<file path="config.mk">
export PLATFORM = sky130hd
export DESIGN_NAME = hood_mode_ctrl
export DESIGN_NICKNAME = d
export VERILOG_FILES = /design/src/rtl/hood_pkg.sv /design/src/rtl/hood_btn_edge.sv /design/src/rtl/hood_mode_ctrl.sv
export SDC_FILE = /design/constraint.sdc
export NUM_CORES = 1
export LEC_CHECK = 0
export BUFFER_PORTS_ARGS = -buffer_cell sky130_fd_sc_hd__buf_2
export CAP_MARGIN = 20
export CORE_MARGIN = 3
export CORE_UTILIZATION = 59
export DETAILED_ROUTE_END_ITERATION = 7
export GPL_ROUTABILITY_DRIVEN = 0
export HOLD_SLACK_MARGIN = 0.12
export PLACE_DENSITY = 0.79
export SLEW_MARGIN = 0
export SYNTH_ARGS = -nofsm -noshare
export SYNTH_HDL_FRONTEND = slang
export SYNTH_HIERARCHICAL = 1
export SYNTH_SLANG_ARGS = --single-unit
export TNS_END_PERCENT = 10
</file>
<file path="constraint.sdc">
create_clock -name clk_1hz -period 3.65 [get_ports clk_1hz]
set_clock_uncertainty 0.15 [all_clocks]
set_input_delay 0.1825 -clock clk_1hz [delete_from_list [all_inputs] [get_ports clk_1hz]]
set_output_delay 0.1825 -clock clk_1hz [all_outputs]
set_load 0.1 [all_outputs]
</file>
<file path="src/rtl/hood_pkg.sv">
// Shared state and mode codes for the range-hood controller and the fan/timer display block.
package hood_pkg;

  localparam logic [2:0] S_OFF       = 3'd0;
  localparam logic [2:0] S_STANDBY   = 3'd1;
  localparam logic [2:0] S_MODE1     = 3'd2;
  localparam logic [2:0] S_MODE2     = 3'd3;
  localparam logic [2:0] S_HURRICANE = 3'd4;
  localparam logic [2:0] S_COOLDOWN  = 3'd5;

  localparam logic [2:0] MODE_IDLE = 3'b000;
  localparam logic [2:0] MODE_G1   = 3'b001;
  localparam logic [2:0] MODE_G2   = 3'b010;
  localparam logic [2:0] MODE_HUR  = 3'b011;

  // Field order matches event priority, highest first.
  typedef struct packed {
    logic power;
    logic menu;
    logic mode3;
    logic mode2;
    logic mode1;
  } hood_evt_t;

  function automatic logic [2:0] mode_code(input logic [2:0] state);
    case (state)
      S_MODE1:     mode_code = MODE_G1;
      S_MODE2:     mode_code = MODE_G2;
      S_HURRICANE: mode_code = MODE_HUR;
      S_COOLDOWN:  mode_code = MODE_G2;
      default:     mode_code = MODE_IDLE;
    endcase
  endfunction

endpackage

</file>
<file path="src/rtl/hood_btn_edge.sv">
// N-bit rising-edge detector: one event per press, nothing while a button is held.
module hood_btn_edge #(
  parameter int unsigned N = 5
) (
  input  logic         clk_1hz,
  input  logic         rst,
  input  logic [N-1:0] btn,
  output logic [N-1:0] evt
);

  logic [N-1:0] btn_q;

  always_ff @(posedge clk_1hz or negedge rst) begin
    if (!rst) begin
      btn_q <= '0;
    end else begin
      btn_q <= btn;
    end
  end

  assign evt = btn & ~btn_q;

endmodule

</file>
<file path="src/rtl/hood_mode_ctrl.sv">
// Range-hood power/menu/fan FSM with one-shot hurricane, timed exit and cool-down.
// Optional STANDBY idle auto-off is enabled by defining HOOD_IDLE_OFF_EN.
module hood_mode_ctrl
  import hood_pkg::*;
#(
  parameter int unsigned HURRICANE_SEC = 60,
  parameter int unsigned EXIT_SEC      = 60,
  parameter int unsigned IDLE_SEC      = 30,
  parameter int unsigned CNT_W         = 8
) (
  input  logic             clk_1hz,
  input  logic             rst,
  input  logic             power_btn,
  input  logic             menu_btn,
  input  logic             mode1_btn,
  input  logic             mode2_btn,
  input  logic             mode3_btn,
  output logic [2:0]       mode_state,
  output logic             powered,
  output logic             menu_open,
  output logic             hurricane_used,
  output logic             cooldown,
  output logic [CNT_W-1:0] countdown_sec
);

`ifdef HOOD_IDLE_OFF_EN
  localparam bit IdleOffEn = 1'b1;
`else
  localparam bit IdleOffEn = 1'b0;
`endif

  localparam logic [CNT_W-1:0] HurLoad  = CNT_W'(HURRICANE_SEC);
  localparam logic [CNT_W-1:0] ExitLoad = CNT_W'(EXIT_SEC);
  // The shared countdown doubles as the idle timer in STANDBY when auto-off is built in.
  localparam logic [CNT_W-1:0] IdleLoad = IdleOffEn ? CNT_W'(IDLE_SEC) : '0;
  localparam logic [CNT_W-1:0] CntOne   = CNT_W'(1);

  logic [4:0]       evt_vec;
  hood_evt_t        ev;
  logic             any_evt;
  logic [2:0]       state_q, state_d;
  logic [CNT_W-1:0] cnt_q, cnt_d;
  logic             menu_q, menu_d;
  logic             used_q, used_d;
  logic             go_off;

  hood_btn_edge #(
    .N(5)
  ) u_btn_edge (
    .clk_1hz(clk_1hz),
    .rst    (rst),
    .btn    ({power_btn, menu_btn, mode3_btn, mode2_btn, mode1_btn}),
    .evt    (evt_vec)
  );

  assign ev      = evt_vec;
  assign any_evt = |evt_vec;

  always_comb begin
    state_d = state_q;
    cnt_d   = cnt_q;
    menu_d  = menu_q;
    used_d  = used_q;
    go_off  = 1'b0;
    case (state_q)
      S_OFF: begin
        cnt_d  = '0;
        menu_d = 1'b0;
        used_d = 1'b0;
        if (ev.power) begin
          state_d = S_STANDBY;
          cnt_d   = IdleLoad;
        end
      end
      S_STANDBY: begin
        if (ev.power) begin
          go_off = 1'b1;
        end else if (any_evt) begin
          cnt_d = IdleLoad;
          if (ev.menu) begin
            menu_d = ~menu_q;
          end else if (menu_q) begin
            if (ev.mode3) begin
              if (!used_q) begin
                state_d = S_HURRICANE;
                cnt_d   = HurLoad;
                used_d  = 1'b1;
                menu_d  = 1'b0;
              end
            end else if (ev.mode2) begin
              state_d = S_MODE2;
              cnt_d   = '0;
              menu_d  = 1'b0;
            end else begin
              state_d = S_MODE1;
              cnt_d   = '0;
              menu_d  = 1'b0;
            end
          end
        end else if (IdleOffEn) begin
          if (cnt_q <= CntOne) begin
            go_off = 1'b1;
          end else begin
            cnt_d = cnt_q - CntOne;
          end
        end
      end
      S_MODE1, S_MODE2: begin
        cnt_d = '0;
        if (ev.power) begin
          go_off = 1'b1;
        end else if (ev.menu) begin
          state_d = S_STANDBY;
          menu_d  = 1'b0;
          cnt_d   = IdleLoad;
        end else if (ev.mode3) begin
          if (!used_q) begin
            state_d = S_HURRICANE;
            cnt_d   = HurLoad;
            used_d  = 1'b1;
          end
        end else if (ev.mode2) begin
          state_d = S_MODE2;
        end else if (ev.mode1) begin
          state_d = S_MODE1;
        end
      end
      S_HURRICANE: begin
        if (ev.power) begin
          go_off = 1'b1;
        end else if (ev.menu) begin
          state_d = S_COOLDOWN;
          cnt_d   = ExitLoad;
        end else if (cnt_q <= CntOne) begin
          state_d = S_MODE2;
          cnt_d   = '0;
        end else begin
          cnt_d = cnt_q - CntOne;
        end
      end
      S_COOLDOWN: begin
        if (ev.power) begin
          go_off = 1'b1;
        end else if (cnt_q <= CntOne) begin
          state_d = S_STANDBY;
          menu_d  = 1'b0;
          cnt_d   = IdleLoad;
        end else begin
          cnt_d = cnt_q - CntOne;
        end
      end
      default: go_off = 1'b1;
    endcase
    if (go_off) begin
      state_d = S_OFF;
      cnt_d   = '0;
      menu_d  = 1'b0;
      used_d  = 1'b0;
    end
  end

  always_ff @(posedge clk_1hz or negedge rst) begin
    if (!rst) begin
      state_q <= S_OFF;
      cnt_q   <= '0;
      menu_q  <= 1'b0;
      used_q  <= 1'b0;
    end else begin
      state_q <= state_d;
      cnt_q   <= cnt_d;
      menu_q  <= menu_d;
      used_q  <= used_d;
    end
  end

  assign mode_state     = mode_code(state_q);
  assign powered        = state_q inside {S_STANDBY, S_MODE1, S_MODE2, S_HURRICANE, S_COOLDOWN};
  assign menu_open      = menu_q;
  assign hurricane_used = used_q;
  assign cooldown       = (state_q == S_COOLDOWN);
  assign countdown_sec  = cnt_q;

endmodule

</file>
==> flow_metrics.tcl <==
set metrics [dict create \
    cp_cell_sequence "dlygate4sd3_1, buf_2, nor2b_4, or4_4, o211ai_4, or3_4, nor3_2, a211o_1" \
    ys_types 44 \
    synth_area_per_cell_um2 8.621 \
    drtAntennaViolNets 0 \
    critical_path_required_ns 3.69 \
    fp.coreArea_um2 1982 \
    hold_path.class "in2async" \
    dieArea_um2 2724 \
    place_inst 185 \
    grt_max_degree 20 \
    setup-tns-final_ns 0 \
    fin_ws_ns 1.347 \
    die_w_um 52.19 \
    syn-num-nets 155 \
    rsz0062_at_grt "no" \
    portBuffers 20 \
    synth_seq_area_share_pct 35.79 \
    cp_max_fo 12 \
    p_per_area_nw_per_um2 523.5 \
    antenna_found_initial 0 \
    placementRows 16 \
    clock-sinks 18 \
    mostFrequentLayoutCells "buf_2 (20), dfrtp_1 (18), nor2_1 (15)" \
    yosysWarnings 6 \
    dpl_worst_slack_ns 1.477 \
    cts_root_buf "clkbuf_4" \
    grt_usage_pct 26.32 \
    cts_resized 0 \
    ioPinCount 22 \
    postPlaceCellArea_um2 1350 \
    nFillCells 154 \
    max-slew-margin-rel_pct 59.69 \
    cpMaxStageDelayCell "or4_4" \
    drtPass1Iterations 6 \
    cts_tree "done" \
    routedWlPerCell_um 15.70 \
    max_cap_viol_count 0 \
    first_iter_violations 73 \
    setup_violations 0 \
    hpwlAfterDp_um 2175 \
    synth_area_um2 1259 \
    antenna_cells 0 \
    min_period_ns 2.303 \
    clk_pin_slew_ns 0.11 \
    irDropWorstVdd_v 0.0005189 \
    syn_inst 146 \
    status "finished, final reports clean" \
    clock_latency_ns 0.30 \
    worstSetupStartpointType "input pin" \
    cts-htree-levels 1 \
    final_cell_count_no_fill 195 \
    max_freq_mhz 434.2 \
    grt_overflow 0 \
    slew_violations 0 \
    critPathBufInv 2 \
    initial_core_util_pct 63.51 \
    wl_um 3062 \
    first_global_vias 1189 \
    min_period_over_period_pct 63.10 \
    area_growth_pct 14.91 \
    ys_seq_elements 18 \
    worst_pin_slew_ns 0.5991 \
    hold_viol 0 \
    reg2reg_slack_ns 1.45 \
    worstSetupEndpointType "flip-flop" \
    fin_area_um2 1446 \
    cts_buffer_depth 2 \
    arrival_ns 2.35 \
    crit_family "simple AND/OR/NAND/NOR gates" \
    p_leak_uw 0.0006619 \
    drive_gt1_share_pct 22.02 \
    cp_slowest_stage_delay_ns 0.60 \
    detail_route.vias_per_cell 6.231 \
    die_h_um 52.19 \
    drc 0 \
    final_common_cell "buf_2" \
    grt_pass1_wl_um 5299 \
    worstSetupPathType "in2reg" \
    dr_total_vias 1215 \
    nets 178 \
    numCtsBuffers 3 \
]
## flip-flops by register name (all words and copies together) (netlist names)
register and flops:
state_q 3, menu_open 1, u_btn_edge/btn_q 5, countdown_sec 8
hurricane_used 1
## final timing paths
kind,from,endpoint,depth (start not counted)
max,menu_btn,countdown_sec[6]$_DFFE_PN0P_,8
min,rst,hurricane_used$_DFFE_PN0P_,2
max reg2reg,state_q[1]$_DFFE_PN0P_,countdown_sec[6]$_DFFE_PN0P_,5
min reg2reg,countdown_sec[7]$_DFFE_PN0P_,countdown_sec[7]$_DFFE_PN0P_,2
max in group asynchronous,rst,menu_open$_DFFE_PN0P_,2
min in group clk_1hz,mode2_btn,u_btn_edge/btn_q[1]$_DFF_PN0_,2
## report_power, final
group          internal [uW]  switching [uW]  total [uW]  leakage (uW)
Combinational           98.1             271         369      0.000404
Clock                   60.9            68.4         129     0.0000210
Sequential               218            41.3         259      0.000237
Total                    377             381         757      0.000662
## synth_stat cells (all sizes together)
cell,number,share of area [%]
a221oi,2,1.4
nor3,9,4.4
xor2,1,0.70
or3,4,2.4
o32ai,2,1.4
o31ai,1,1.7
conb,1,0.30
nor3b,1,0.60
o221ai,1,0.70
or4,2,1.5
a211o,1,0.70
nor4,1,0.50
clkbuf,5,1.5
nor4bb,1,0.80
o211a,1,0.80
o211ai,2,2.3
ha,2,2.0
a22oi,2,1.2
a21boi,1,0.60
nor2,15,4.5
a41oi,1,0.70
a2111oi,1,0.70
o22ai,4,2.0
or3b,1,0.70
nand2b,3,1.5
nand2,12,3.6
a32o,1,0.80
inv,6,1.8
o21ai,15,6.0
buf,3,1.9
a21oi,12,4.8
nor2b,11,8.4
dfrtp,18,36
a31oi,1,0.50
or2,1,0.50
or2b,1,0.60
## per-stage QoR
step | total power (uW) | util, % | hold slack, ns
after floorplan | 558.5 | - | -0.2631
after global placement | 614.0 | 68.12 | -0.02168
after detailed placement | 621.5 | 68.12 | -0.01801
after CTS | 751.4 | 72.98 | 0.1877
after global routing | 793.6 | 72.98 | 0.2029
final | 757.1 | 72.98 | 0.1720
## kinds of logic after synthesis
group | count (synthesis) | synth area share [%]
buffers and inverters | 14 | 5.169
other | 1 | 0.2979
XOR/XNOR | 1 | 0.6960
adder cells (fa/ha/maj) | 2 | 1.988
flip-flops | 18 | 35.79
AO/OA/AOI/OAI | 48 | 26.14
AND/OR/NAND/NOR | 62 | 29.92
## area by class of cell
class | instances | area [um^2] | area share [%]
Inverter | 6 | 22.52 | 1.557
Timing Repair Buffer | 26 | 160.2 | 11.07
Tap cell | 27 | 33.78 | 2.336
Sequential cell | 18 | 450.4 | 31.14
Multi-Input combinational cell | 114 | 743.2 | 51.38
Clock buffer | 4 | 36.28 | 2.509
## metal layers
metal	vias to the layer above	wire, um	GRT usage, %
li1	578	-	-
met3	6	241	7.407
met5	-	0	0
met4	0	43	12.77
met2	56	1380	40.59
met1	575	1397	33.82
## what timing repair did
action,in CTS,in global routing
endpoints found under the hold margin,23,0
setup buffers,0,0
hold buffers,6,0
(Power assumes the default switching activity.)
